File: src/rtl/load_split_ctrl.sv
// load_split_ctrl: sequences a load into one or two dword-aligned cache reads,
// steers the memory-data register strobes (whole, edge or partial fill), and
// reports completion, misalignment and cache-stall timeouts.
module load_split_ctrl #(
   parameter int ADDR_WIDTH = 64,
   parameter int TIMEOUT    = 256,
   parameter int CNT_WIDTH  = 9
) (
   input  logic                  clk,
   input  logic                  arstn,
   input  logic                  i_start,
   input  logic [ADDR_WIDTH-1:0] i_addr,
   input  logic [1:0]            i_size,
   output logic                  o_busy,
   output logic                  o_cache_req,
   output logic [ADDR_WIDTH-1:0] o_cache_addr,
   input  logic                  i_cache_ack,
   output logic                  o_reg_we,
   output logic                  o_edge_ld,
   output logic                  o_partial_ld,
   output logic [2:0]            o_offset,
   output logic                  o_done,
   output logic                  o_fault,
   output logic                  o_fault_code
);

   typedef enum logic [2:0] {
      S_IDLE  = 3'd0,
      S_ACC1  = 3'd1,
      S_ACC2  = 3'd2,
      S_DONE  = 3'd3,
      S_FAULT = 3'd4
   } state_t;

   localparam logic [1:0] SZ_HALF  = 2'd1;
   localparam logic [1:0] SZ_WORD  = 2'd2;
   localparam logic [1:0] SZ_DWORD = 2'd3;

   localparam logic FC_MISALIGN = 1'b0;
   localparam logic FC_TIMEOUT  = 1'b1;

   // A zero TIMEOUT disables the watchdog; the limit value is then unused.
   localparam bit                    WD_EN      = (TIMEOUT != 0);
   localparam logic [CNT_WIDTH-1:0]  WD_LIMIT   = CNT_WIDTH'((TIMEOUT != 0) ? TIMEOUT - 1 : 0);
   localparam logic [ADDR_WIDTH-1:0] DWORD_STEP = ADDR_WIDTH'(8);

   state_t                state_q, state_d;
   logic [ADDR_WIDTH-1:0] addr_q, addr_d;
   logic [1:0]            size_q, size_d;
   logic [CNT_WIDTH-1:0]  cnt_q, cnt_d;
   logic                  fault_code_q, fault_code_d;

   logic                  misaligned;
   logic                  split;
   logic                  wd_expired;
   logic [ADDR_WIDTH-1:0] base_addr;

   // Classify the incoming request; only consulted when accepting in IDLE.
   always_comb begin
      // NOTE: every signal assigned in a combinational block gets a default
      // first, so no path through the case can leave it unassigned (latch).
      misaligned = 1'b0;
      case (i_size)
         SZ_HALF:           misaligned = i_addr[0];
         SZ_WORD, SZ_DWORD: misaligned = (i_addr[1:0] != 2'b00);
         default:           misaligned = 1'b0;
      endcase
   end

   // A 4-byte-aligned dword starting in the upper half of a dword straddles
   // two aligned dwords and needs a second access.
   assign split      = (size_q == SZ_DWORD) && addr_q[2];
   assign base_addr  = {addr_q[ADDR_WIDTH-1:3], 3'b000};
   assign wd_expired = WD_EN && (cnt_q == WD_LIMIT) && !i_cache_ack;

   // Next-state, latched-request and watchdog computation.
   always_comb begin
      state_d      = state_q;
      addr_d       = addr_q;
      size_d       = size_q;
      cnt_d        = cnt_q;
      fault_code_d = fault_code_q;
      case (state_q)
         S_IDLE: begin
            if (i_start) begin
               addr_d = i_addr;
               size_d = i_size;
               cnt_d  = '0;
               if (misaligned) begin
                  fault_code_d = FC_MISALIGN;
                  state_d      = S_FAULT;
               end else begin
                  state_d = S_ACC1;
               end
            end
         end
         S_ACC1: begin
            if (i_cache_ack) begin
               cnt_d   = '0;
               state_d = split ? S_ACC2 : S_DONE;
            end else if (wd_expired) begin
               fault_code_d = FC_TIMEOUT;
               state_d      = S_FAULT;
            end else begin
               cnt_d = cnt_q + CNT_WIDTH'(1);
            end
         end
         S_ACC2: begin
            if (i_cache_ack) begin
               state_d = S_DONE;
            end else if (wd_expired) begin
               fault_code_d = FC_TIMEOUT;
               state_d      = S_FAULT;
            end else begin
               cnt_d = cnt_q + CNT_WIDTH'(1);
            end
         end
         S_DONE:  state_d = S_IDLE;
         S_FAULT: state_d = S_IDLE;
         default: state_d = S_IDLE;
      endcase
   end

   // State and latched-request registers; reset aborts any access in flight.
   always_ff @(posedge clk or negedge arstn) begin
      if (!arstn) begin
         state_q      <= S_IDLE;
         addr_q       <= '0;
         size_q       <= '0;
         cnt_q        <= '0;
         fault_code_q <= 1'b0;
      end else begin
         // NOTE: non-blocking assignments so every flop samples the values
         // present before the edge, independent of statement order.
         state_q      <= state_d;
         addr_q       <= addr_d;
         size_q       <= size_d;
         cnt_q        <= cnt_d;
         fault_code_q <= fault_code_d;
      end
   end

   // Cache address: aligned dword for the first access, next dword (wrapping)
   // for the second, zero while no request is outstanding.
   always_comb begin
      o_cache_addr = '0;
      case (state_q)
         S_ACC1:  o_cache_addr = base_addr;
         S_ACC2:  o_cache_addr = base_addr + DWORD_STEP;
         default: o_cache_addr = '0;
      endcase
   end

   // Status outputs decode the registered state; register strobes follow the
   // ack combinationally and only inside an access state.
   assign o_busy       = (state_q != S_IDLE);
   assign o_cache_req  = (state_q == S_ACC1) || (state_q == S_ACC2);
   assign o_reg_we     = o_cache_req && i_cache_ack;
   assign o_edge_ld    = (state_q == S_ACC1) && i_cache_ack && split;
   assign o_partial_ld = (state_q == S_ACC2) && i_cache_ack;
   assign o_offset     = split ? 3'b000 : addr_q[2:0];
   assign o_done       = (state_q == S_DONE);
   assign o_fault      = (state_q == S_FAULT);
   assign o_fault_code = (state_q == S_FAULT) && fault_code_q;

endmodule

File: config.mk
export PLATFORM = sky130hd
export DESIGN_NAME = load_split_ctrl
export DESIGN_NICKNAME = d
export VERILOG_FILES = /design/src/rtl/load_split_ctrl.sv
export SDC_FILE = /design/constraint.sdc
export NUM_CORES = 1
export LEC_CHECK = 0
export CORE_ASPECT_RATIO = 1.5
export CORE_MARGIN = 1.5
export CORE_UTILIZATION = 45
export CTS_BUF_LIST = sky130_fd_sc_hd__clkbuf_16
export DETAILED_ROUTE_END_ITERATION = 8
export HOLD_SLACK_MARGIN = 0.12
export PLACE_DENSITY = 0.75
export RECOVER_POWER = 100
export SYNTH_ARGS = -nofsm -noshare
export SYNTH_HDL_FRONTEND = slang
export SYNTH_SLANG_ARGS = --single-unit
export TNS_END_PERCENT = 5
File: constraint.sdc
create_clock -name clk -period 3.68 [get_ports clk]
set_clock_uncertainty 0.1 [all_clocks]
set_input_delay 0.736 -clock clk [delete_from_list [all_inputs] [get_ports clk]]
set_output_delay 0.736 -clock clk [all_outputs]
set_load 0.005 [all_outputs]
; Word level (Yosys, flattened, before mapping)
; Cells that the tools add are included.
[totals]
elab_cells = 60
regBits = 79
out_inout_bits = 75
[classes]
muxes = 20
addsub = 2
n_eq_ne = 14
reduce_logical = 19
[op_table]
columns = op, count
row1 = 64-bit one-hot mux with 2 select lines, 1
row2 = "64-bit by 4-bit adder with 64-bit output, second input constant", 1
row3 = 9-bit two-way mux, 4
row4 = 9-bit one-hot mux with 3 select lines, 1
row5 = 3-bit two-way mux, 6
row6 = "9-bit by 1-bit adder with 9-bit output, second input constant", 1
row7 = "9-bit by 8-bit == test with 1-bit output, second input constant", 1
row8 = 3-bit one-hot mux with 3 select lines, 1
row9 = "2-bit inequality test, second input constant", 4
row10 = 1-bit logical AND, 7
row11 = "2-bit == test, second input constant", 3
row12 = "3-bit by 2-bit == test with 1-bit output, second input constant", 2
row13 = 3-bit nonzero test, 2
row14 = 1-bit two-way mux, 5
row15 = 5-bit AND reduction, 1
row16 = 1-bit one-hot mux with 2 select lines, 2
row17 = 2-bit nonzero test, 2
row18 = 2-bit OR reduction, 2
row19 = "3-bit by 1-bit == test with 1-bit output, second input constant", 1
row20 = "3-bit == test, second input constant", 1
row21 = 3-bit logical NOT, 1
row22 = 3-bit AND reduction, 1
row23 = "2-bit by 1-bit == test with 1-bit output, second input constant", 1
row24 = "2-bit by 1-bit inequality test with 1-bit output, second input constant", 1
row25 = other kinds (3), 3

; Logic depth before layout (Yosys ltp)
; Gate-level depths: netlist of the first run.
[logic_depth]
word_depth = 6
depth_mapped = 9

; Least setup slack after synthesis of the first run
; No wires, ideal clock.
[synth_path]
path_type = register to output
startpoint = reg addr_q[3]
endpoint = out o_cache_addr[57]
required_time_ps = 2844
n_path_buf = 0
t_arrival_ps = 1940
stages_incl_launch_ff = 7
slack_ps = 904
path_cell_list = dfrtp_1 -> ha_1 -> nand3_1 -> nor2_2 -> nand4_1 -> or4_1 -> nand3_1
[synth_via]
elab_chain_len = 2
[synth_rtl]
columns = item, line_no
row1 = from (decl), 48  ; logic [ADDR_WIDTH-1:0] addr_q, addr_d;
row2 = from (signal assigned), 136  ; addr_q <= addr_d;
row3 = 64-bit by 4-bit adder with 64-bit output, 149  ; S_ACC2: o_cache_addr = base_addr + DWORD_STEP;
row4 = 64-bit one-hot mux with 2 select lines, 147  ; case (state_q)
row5 = to (decl), 16  ; output logic [ADDR_WIDTH-1:0] o_cache_addr,
; No other way between the ends.

; Final worst setup path of the first run
[layout_path]
startpoint = reg addr_q[20]
endpoint = out o_cache_addr[55]
; Same word-level chain as after synthesis.

==> results of run 1 <==
==> final cells by class <==
| type | instances | area share |
|---|---|---|
| inverters | 9 | 0.00451 |
| multi-input cells | 464 | 0.427 |
| repair buffers | 190 | 0.236 |
| clock buffers | 9 | 0.0301 |
| clock inverters | 7 | 0.00952 |
| flip-flops and latches | 79 | 0.267 |
| well taps | 150 | 0.0251 |
==> worst register-to-register path, cell delays in order, from the launching register on <==
cell	delay (ns)
dfrtp_1	0.38
clkbuf_1	0.23
or3_1	0.42
nor2_4	0.09
clkbuf_2	1.25
mux2_2	0.48
==> final timing paths <==
| path | startpoint | to | slack, ns | cells past startpoint |
|---|---|---|---|---|
| max | addr_q[20]$_DFFE_PN0P_ | o_cache_addr[55] | 0.09 | 8 |
| max reg2reg | state_q[2]$_DFFE_PN0P_ | addr_q[26]$_DFFE_PN0P_ | 0.62 | 5 |
| min | addr_q[1]$_DFFE_PN0P_ | addr_q[1]$_DFFE_PN0P_ | 0.40 | 1 |
| min reg2reg | addr_q[1]$_DFFE_PN0P_ | addr_q[1]$_DFFE_PN0P_ | 0.40 | 1 |
| min in group asynchronous | arstn | addr_q[36]$_DFFE_PN0P_ | 0.83 | 1 |
| max in group asynchronous | arstn | addr_q[44]$_DFFE_PN0P_ | 1.28 | 1 |
==> timing repair <==
action	CTS	global route
pin swaps	4	8
setup buffers	6	13
endpoints found under the setup margin	17	35
gates resized for setup	6	30
hold buffers	0	0
==> state kept, by name, summed over array words and instances (netlist names) <==
| name | flops |
|---|---|
| addr_q | 64 |
| cnt_q | 9 |
| fault_code_q | 1 |
| size_q | 2 |
| state_q | 3 |
==> layout by cell type, fill, tap and decap left out, types with 4 or more instances in the layout <==
master	netlist	layout
nor3_1	8	8
nand2_1	54	54
clkbuf_16	0	9
o21ai_0	59	57
mux2_2	61	61
o41ai_1	5	5
a31oi_1	25	25
or4_1	12	11
xor2_1	6	6
nand3_1	42	40
nor2_1	24	21
inv_1	9	9
dfrtp_1	79	58
and2_0	0	4
and3_1	12	12
dfrtp_2	0	21
nand4_1	35	35
nand4_4	3	4
a41oi_1	4	4
a21oi_1	15	15
and4_1	4	4
a21o_1	5	5
and2_1	11	7
dlygate4sd3_1	0	7
nor4_1	7	8
o211ai_1	16	16
o31ai_1	5	4
buf_4	3	45
clkdlybuf4s50_1	0	132
==> power by group through the flow <==
stage	registers, W	logic, W	clock network (W)
finish	0.00189	0.00298	0.000914
CTS	0.00186	0.00293	0.000929
global route	0.00197	0.00322	0.000966
detailed placement	0.00187	0.00290	0
global placement	0.00184	0.00285	0
floorplan	0.00167	0.00161	0
==> stage by stage <==
step,power (W),TNS (ns),worst slack [ns],utilization,cells
6_report,0.00579,0,0.0937,0.650,908
3_3_place_gp,0.00469,0,0.292,0.607,873
5_1_grt,0.00616,-0.0376,-0.0342,0.650,908
2_1_floorplan,0.00328,0,0.904,-,593
3_5_place_dp,0.00477,0,0.215,0.607,873
4_1_cts,0.00572,-0.0392,-0.0268,0.638,895
==> metal layers <==
metal	share of wire	vias to the layer above	GRT usage
li1	-	2581	-
met1	0.39	2672	0.291
met2	0.54	217	0.490
met3	0.050	28	0.0364
met4	0.024	0	0.109
met5	0	-	0
==> cell families (layout without fill, tap and decap cells) <==
kind of cell | Yosys count | in the layout
flip-flops | 79 | 79
AO/OA/AOI/OAI | 152 | 152
other | 1 | 3
XOR/XNOR | 7 | 7
multiplexers | 62 | 62
buffers and inverters | 50 | 215
AND/OR/NAND/NOR | 237 | 237
adder cells (fa/ha/maj) | 3 | 3
==> flow_summary.yaml, run 1 <==
yosys:
  synth_xor_area_frac: 0.0115
  yosysWarnings: 0
  yosys.area_share.simple: 0.258
  yosys.cell_types.count: 57
  synth_area_leaders: "dfrtp_1 37%, mux2_2 13%, o21ai_0 5.5%"
  synth_top_family_by_area: "simple AND/OR/NAND/NOR gates"
  synth_top_area_cell: "dfrtp_1"
  ys_seq_area_frac: 0.371
  syn_inst: 591
  synth-compound-area-share: 0.180
  ys_ff_latch: 79
  syn_avg_cell_area_um2: 9.01
  synth_ff_type: "dfrtp_1"
  async_flop_share: 1.00
  synth_common_cells: "79 x dfrtp_1, 61 x mux2_2, 59 x o21ai_0"
  netlist_area_um2: 5330
  synthMuxAreaShare: 0.131
  synth-adder-area-share: 0.00705
  synth_edf_count: 0
  synth_top_area_frac: 0.371
  synth.most_common_cell: "dfrtp_1"
floorplan:
  placementRows: 48
  die_h_um: 136
  dieArea_um2: 12500
  dieWidth_um: 91.8
  start_util: 0.462
  coreArea_um2: 11500
  ios: 145
sta:
  rsz0062_at_grt: "yes"
  worst_pin_slew_ns: 2.01
  setup_viol: 0
  finalCritPeriodShare: 0.975
  holdWs_ns: 0.401
  fin_crit_ns: 3.59
  relSlewSlack: -0.343
  hold_viol: 0
  fmax_mhz: 279
  slew_viol_final: 153
place:
  io_buffers: 141
  dp_hpwl_mm: 11.6
  gp_congestion: 0.874
  dpl_cell_area_um2: 7000
finish:
  fin_area_um2: 7490
  multi_input_area_um2: 3200
  drive_above_1_share: 0.227
  nFillCells: 987
  antennaDiodeCount: 0
  seqCellArea_um2: 2000
  syn2layout_area_growth_pct: 40.7
  finalNetCount: 826
power:
  p_comb_frac: 0.515
  switching_share: 0.400
  power_frac_clock: 0.158
  p_per_area_nw_per_um2: 773
  intPower_w: 0.00348
  switching_power_w: 0.00231
  p_leak_nw: 2.89
  p_seq_frac: 0.327
  vdd_drop_max_v: 0.000392
global_routing:
  grt-ovfl-total: 0
  grt_pass1_wl_mm: 25.9
  grt_pass1_vias: 5364
  grt_max_degree: 80
  antenna_found_initial: 0
  grt_use_total: 0.260
clock_network:
  insertion_delay_ns: 0.34
  cts-buffers-inserted: 9
  path_clk_slew_ns: 0.06
  cts_tree: "done"
  cts_max_level: 3
  cts_root_buf: "clkbuf_16"
  clockBufferDepth: 2
  clock-sinks: 79
worst_setup_path:
  start_kind: "flip-flop"
  critPathRequiredTime_ns: 2.84
  crit_path_frequent_cell: "buf_4"
  cp.arrival_ns: 2.75
  worst-path-max-fanout: 9
  critical_path.max_stage_delay_ns: 0.50
  slowest_stage: "or4_4"
  cp_top_family: "simple AND/OR/NAND/NOR gates"
  criticalPathCategory: "reg2out"
  cp-end-kind: "primary output"
  cp.buffers_inverters: 3
  crit_chain: "nand4_1 -> nor4_4 -> buf_4 -> buf_4 -> nand4_4 -> or4_4 -> nand3_1 -> clkdlybuf4s50_1"
outcome:
  failed_checks: "capacitance limit, slew limit"
  outcome: "complete, but fails checks"
job:
  cap_violations: 2
drt:
  post_drt_wl_per_cell_um: 18.1
  first_pass_iters: 6
  vias: 5498
  drtIter0Drc: 371
  avgViaCountPerCell: 6.06
  drc_errors: 0
  ant_nets: 0
  routed_wl_mm: 16.4
min_path:
  min_path_type: "reg2reg"
No activity file was read; power rests on OpenSTA's default activity.
==> inputs of run 2 (changes only) <==
--- a/config.mk
+++ b/config.mk
@@ -13,6 +13,7 @@
 export HOLD_SLACK_MARGIN = 0.12
 export PLACE_DENSITY = 0.75
 export RECOVER_POWER = 100
+export REMOVE_ABC_BUFFERS = 1
 export SYNTH_ARGS = -nofsm -noshare
 export SYNTH_HDL_FRONTEND = slang
 export SYNTH_SLANG_ARGS = --single-unit
==> flow_summary.yaml, run 2 (same netlist as run 1, synthesis figures left out) <==
outcome:
  outcome: "complete, but fails checks"
  failed_checks: "capacitance limit, slew limit"
sta:
  fin_crit_ns: 3.67
  finalCritPeriodShare: 0.999
  fin_ws_ns: 0.00538
  setup_viol: 0
  slew_viol_final: 118
  fmax_mhz: 272
  hold_viol: 0
  relSlewSlack: -0.381
  holdWs_ns: 0.394
  worst_pin_slew_ns: 2.07
  rsz0062_at_grt: "yes"
clock_network:
  insertion_delay_ns: 0.34
  cts_max_level: 3
  path_clk_slew_ns: 0.06
  cts_tree: "done"
  clock-sinks: 79
  clockBufferDepth: 2
  ctsHoldBuffers: 0
  cts_root_buf: "clkbuf_16"
  cts-buffers-inserted: 9
power:
  p_per_area_nw_per_um2: 764
  power_w: 0.00574
  p_leak_nw: 2.98
  vdd_drop_max_v: 0.000499
floorplan:
  placementRows: 48
  coreArea_um2: 11500
  ios: 145
  dieArea_um2: 12500
  die_h_um: 136
  dieWidth_um: 91.8
  start_util: 0.462
finish:
  final_util: 0.652
  largest_reg_flops: 64
  drive_above_1_share: 0.212
  reg_top3: "addr_q (64), cnt_q (9), state_q (3)"
  finalNetCount: 828
  layout_common_cells: "126 x clkdlybuf4s50_1, 67 x dfrtp_1, 61 x mux2_2, 59 x o21ai_0, 54 x nand2_1"
  fin_area_um2: 7520
  syn2layout_area_growth_pct: 41.2
  multi_input_area_um2: 3180
  nFillCells: 966
  seqCellArea_um2: 1990
  layout_commonest_cell: "clkdlybuf4s50_1"
  top_register: "addr_q"
  antennaDiodeCount: 0
drt:
  first_pass_iters: 8
  routed_wl_mm: 17.1
  avgViaCountPerCell: 6.06
  drtIter0Drc: 422
  vias: 5515
  ant_nets: 0
  drc_errors: 0
  post_drt_wl_per_cell_um: 18.8
worst_setup_path:
  worst-path-max-fanout: 5
  slowest_stage: "clkdlybuf4s50_1"
  crit_chain: "nand4_4 -> nor4_4 -> buf_12 -> buf_4 -> nand4_4 -> or4_1 -> nand3_1 -> clkdlybuf4s50_1"
  critPathRequiredTime_ns: 2.84
  criticalPathCategory: "reg2out"
  crit_path_frequent_cell: "nand4_4"
  crit_start: "addr_q[17]$_DFFE_PN0P_"
  ff2ff_setup_slack_ns: 0.41
  cp.buffers_inverters: 3
  cp-end-kind: "primary output"
  reg2reg_from: "state_q[2]$_DFFE_PN0P_"
  cp.arrival_ns: 2.84
  start_kind: "flip-flop"
  cp_top_family: "simple AND/OR/NAND/NOR gates"
  critical_path.max_stage_delay_ns: 0.50
global_routing:
  antenna_found_initial: 0
  grt_max_degree: 80
  grt_pass1_vias: 5315
  grt_use_total: 0.266
  grt_pass1_wl_mm: 26.4
  grt-ovfl-total: 0
place:
  dp_hpwl_mm: 11.5
  gp_congestion: 0.857
  io_buffers: 141
  dp_slack_ns: 0.155
  dpl_cell_area_um2: 7000
min_path:
  min-delay-start: "fault_code_q$_DFFE_PN0P_"
  min_path_type: "reg2reg"
job:
  cap_violations: 2
==> run 2: cell count changes in the layout (fill, tap and decap cells not counted), moves of 4 or more <==
| cell | delta |
|---|---|
| dfrtp_1 | +9 |
| dfrtp_2 | -9 |
| dlymetal6s2s_1 | +4 |
| clkdlybuf4s50_1 | -6 |
| buf_4 | -4 |
==> run 2: report_power, final <==
| part | internal [W] | total (W) | switching (W) |
|---|---|---|---|
| Combinational | 0.00167 | 0.00305 | 0.00138 |
| Clock | 0.000457 | 0.000834 | 0.000376 |
| Sequential | 0.00129 | 0.00186 | 0.000571 |
| Total | 0.00341 | 0.00574 | 0.00233 |
==> run 2: path summary, 6_finish.rpt <==
path	end	cells after the start
min in group asynchronous	addr_q[5]$_DFFE_PN0P_	1
worst max register to register	addr_q[63]$_DFFE_PN0P_	5
worst min-delay path	fault_code_q$_DFFE_PN0P_	1
worst max-delay path	o_cache_addr[59]	8
max in group asynchronous	addr_q[35]$_DFFE_PN0P_	1
worst min register to register	fault_code_q$_DFFE_PN0P_	1
==> run 2: worst register-to-register path, delay by kind of cell (launching register included) <==
family	cells	cell delay, ns
multiplexers	1	0.48
flip-flops	1	0.37
buffers and inverters	2	1.65
AND/OR/NAND/NOR	2	0.54
==> run 2: timing repair <==
item                                    4_1_cts  5_1_grt
pin swaps                                     4        7
buffers inserted                              2       19
gates cloned                                  0        2
resized for setup                             8       18
endpoints found under the setup margin       16       27
==> run 2: per-layer routing <==
metal / GRT usage / wire (µm) / vias to the layer above
li1: - / - / 2594
met1: 0.309 / 6590 / 2674
met2: 0.479 / 8890 / 211
met3: 0.0515 / 1060 / 36
met4: 0.106 / 530 / 0
met5: 0 / 0 / -
==> run 2: per-stage QoR <==
stage,TNS [ns],cells
2_1_floorplan,-93.30,552
3_3_place_gp,0,871
3_5_place_dp,0,871
4_1_cts,-0.0270,889
5_1_grt,-0.776,910
6_report,0,910
==> run 2: final cells by class <==
cell class                      count  area share
Multi-Input combinational cell    464       0.423
Clock buffer                        9      0.0300
Inverter                            9     0.00449
Timing Repair Buffer              192       0.247
Sequential cell                    79       0.265
Tap cell                          150      0.0250
Clock inverter                      7     0.00616
==> inputs of run 3 (changes only) <==
--- a/config.mk
+++ b/config.mk
@@ -6,7 +6,7 @@
 export NUM_CORES = 1
 export LEC_CHECK = 0
 export CORE_ASPECT_RATIO = 1.5
-export CORE_MARGIN = 1.5
+export CORE_MARGIN = 3
 export CORE_UTILIZATION = 45
 export CTS_BUF_LIST = sky130_fd_sc_hd__clkbuf_16
 export DETAILED_ROUTE_END_ITERATION = 8
==> flow_summary.yaml, run 3 (same netlist as run 1, synthesis figures left out) <==
global_routing:
  grt_pass1_wl_mm: 27.2
  grt-ovfl-total: 0
  grt_pass1_vias: 5475
  antenna_found_initial: 0
  grt_max_degree: 80
  grt_use_total: 0.259
clock_network:
  ctsHoldBuffers: 0
  cts_tree: "done"
  path_clk_slew_ns: 0.06
  cts_max_level: 3
  clock-sinks: 79
  cts_root_buf: "clkbuf_16"
  insertion_delay_ns: 0.34
  cts-buffers-inserted: 9
  clockBufferDepth: 2
sta:
  worst_pin_slew_ns: 1.98
  finalCritPeriodShare: 0.995
  hold_viol: 0
  relSlewSlack: -0.322
  fin_crit_ns: 3.66
  setup_viol: 0
  fmax_mhz: 273
  slew_viol_final: 101
  rsz0062_at_grt: "yes"
worst_setup_path:
  start_kind: "flip-flop"
  crit_chain: "nand4_1 -> nor4_4 -> buf_12 -> nand3_2 -> or4_1 -> nand3_1 -> clkdlybuf4s50_1"
  cp_top_family: "simple AND/OR/NAND/NOR gates"
  r2r_end: "addr_q[61]$_DFFE_PN0P_"
  worstRegToRegCells: 5
  crit_start: "addr_q[25]$_DFFE_PN0P_"
  crit_path_end: "o_cache_addr[44]"
  criticalPathCategory: "reg2out"
  slowest_stage: "or4_1"
  reg2reg_from: "state_q[0]$_DFFE_PN0P_"
  cp.buffers_inverters: 2
  critPathRequiredTime_ns: 2.84
  cp-end-kind: "primary output"
  cp.arrival_ns: 2.83
  worst-path-stages: 7
  ff2ff_setup_slack_ns: 0.27
  critical_path.max_stage_delay_ns: 0.53
  worst-path-max-fanout: 8
power:
  switching_power_w: 0.00238
  p_comb_frac: 0.525
  power_w: 0.00595
  intPower_w: 0.00357
  switching_share: 0.400
  p_per_area_nw_per_um2: 779
  vdd_drop_max_v: 0.000609
  p_seq_frac: 0.311
  p_leak_nw: 3.07
  power_frac_clock: 0.164
finish:
  antennaDiodeCount: 0
  reg_top3: "addr_q (64), cnt_q (9), state_q (3)"
  stdcell_count: 914
  final_util: 0.662
  largest_reg_flops: 64
  drive_above_1_share: 0.225
  layout_commonest_cell: "clkdlybuf4s50_1"
  nFillCells: 927
  top_register: "addr_q"
  finalNetCount: 832
  syn2layout_area_growth_pct: 43.4
  layout_common_cells: "123 x clkdlybuf4s50_1, 68 x dfrtp_1, 61 x mux2_2, 58 x o21ai_0, 54 x nand2_1"
drt:
  first_pass_iters: 5
  drc_errors: 0
  drtIter0Drc: 632
  avgViaCountPerCell: 6.22
  ant_nets: 0
  routed_wl_mm: 17.4
  vias: 5686
  post_drt_wl_per_cell_um: 19.1
floorplan:
  die_h_um: 139
  start_util: 0.462
  ios: 145
  coreArea_um2: 11500
  placementRows: 48
  dieWidth_um: 94.8
  dieArea_um2: 13200
outcome:
  outcome: "complete, but fails checks"
  failed_checks: "capacitance limit, slew limit"
min_path:
  min_path_type: "reg2reg"
place:
  io_buffers: 141
  dp_hpwl_mm: 11.9
  dp.cells: 869
  gp_congestion: 0.887
job:
  cap_violations: 2
==> run 3: what timing repair did <==
item                       CTS  global route
buffers inserted             6            21
cloned                       0             2
setup endpoints to repair   22            24
pin swaps                    7             7
resized for setup            7            23
==> run 3: metal layers <==
metal,track usage,up-vias,wire (µm)
li1,-,2598,-
met1,0.314,2745,6590
met2,0.439,288,9080
met3,0.0460,55,1070
met4,0.119,0,708
met5,0,-,0
==> run 3: area by class of cell <==
cell class                      count  area (µm²)  area share
Multi-Input combinational cell    464        3190       0.418
Timing Repair Buffer              196        1910       0.250
Clock buffer                        9         225      0.0295
Inverter                            9        33.8     0.00442
Clock inverter                      7        96.3      0.0126
Sequential cell                    79        1990       0.261
Tap cell                          150         188      0.0246
==> run 3: metrics by stage <==
| step | worst slack, ns | area (µm²) | hold slack [ns] | setup TNS [ns] |
|---|---|---|---|---|
| finish | 0.0189 | 7630 | 0.414 | 0 |
| global route | -0.113 | 7630 | 0.441 | -0.540 |
| CTS | -0.0229 | 7380 | 0.410 | -0.0367 |
| detailed placement | 0.154 | 6990 | 0.383 | 0 |
| global placement | 0.209 | 6990 | 0.389 | 0 |
| floorplan | -1.12 | 5150 | 0.340 | -93.30 |
==> run 3: how the worst min path moves through the flow <==
| stage | from | end | depth (start not counted) |
|---|---|---|---|
| 6_report | fault_code_q$_DFFE_PN0P_ | fault_code_q$_DFFE_PN0P_ | 1 |
| 3_5_place_dp | fault_code_q$_DFFE_PN0P_ | fault_code_q$_DFFE_PN0P_ | 1 |
| 3_3_place_gp | addr_q[1]$_DFFE_PN0P_ | addr_q[1]$_DFFE_PN0P_ | 1 |
| 2_1_floorplan | arstn | addr_q[0]$_DFFE_PN0P_ | 0 |
| 5_1_grt | fault_code_q$_DFFE_PN0P_ | fault_code_q$_DFFE_PN0P_ | 1 |
| 4_1_cts | fault_code_q$_DFFE_PN0P_ | fault_code_q$_DFFE_PN0P_ | 1 |
==> run 3: power by group through the flow <==
stage	Clock, W	Sequential, W	Combinational [W]
2_1_floorplan	0	0.00173	0.00151
3_3_place_gp	0	0.00181	0.00289
3_5_place_dp	0	0.00185	0.00294
4_1_cts	0.000985	0.00184	0.00299
5_1_grt	0.00102	0.00192	0.00336
6_report	0.000976	0.00185	0.00312
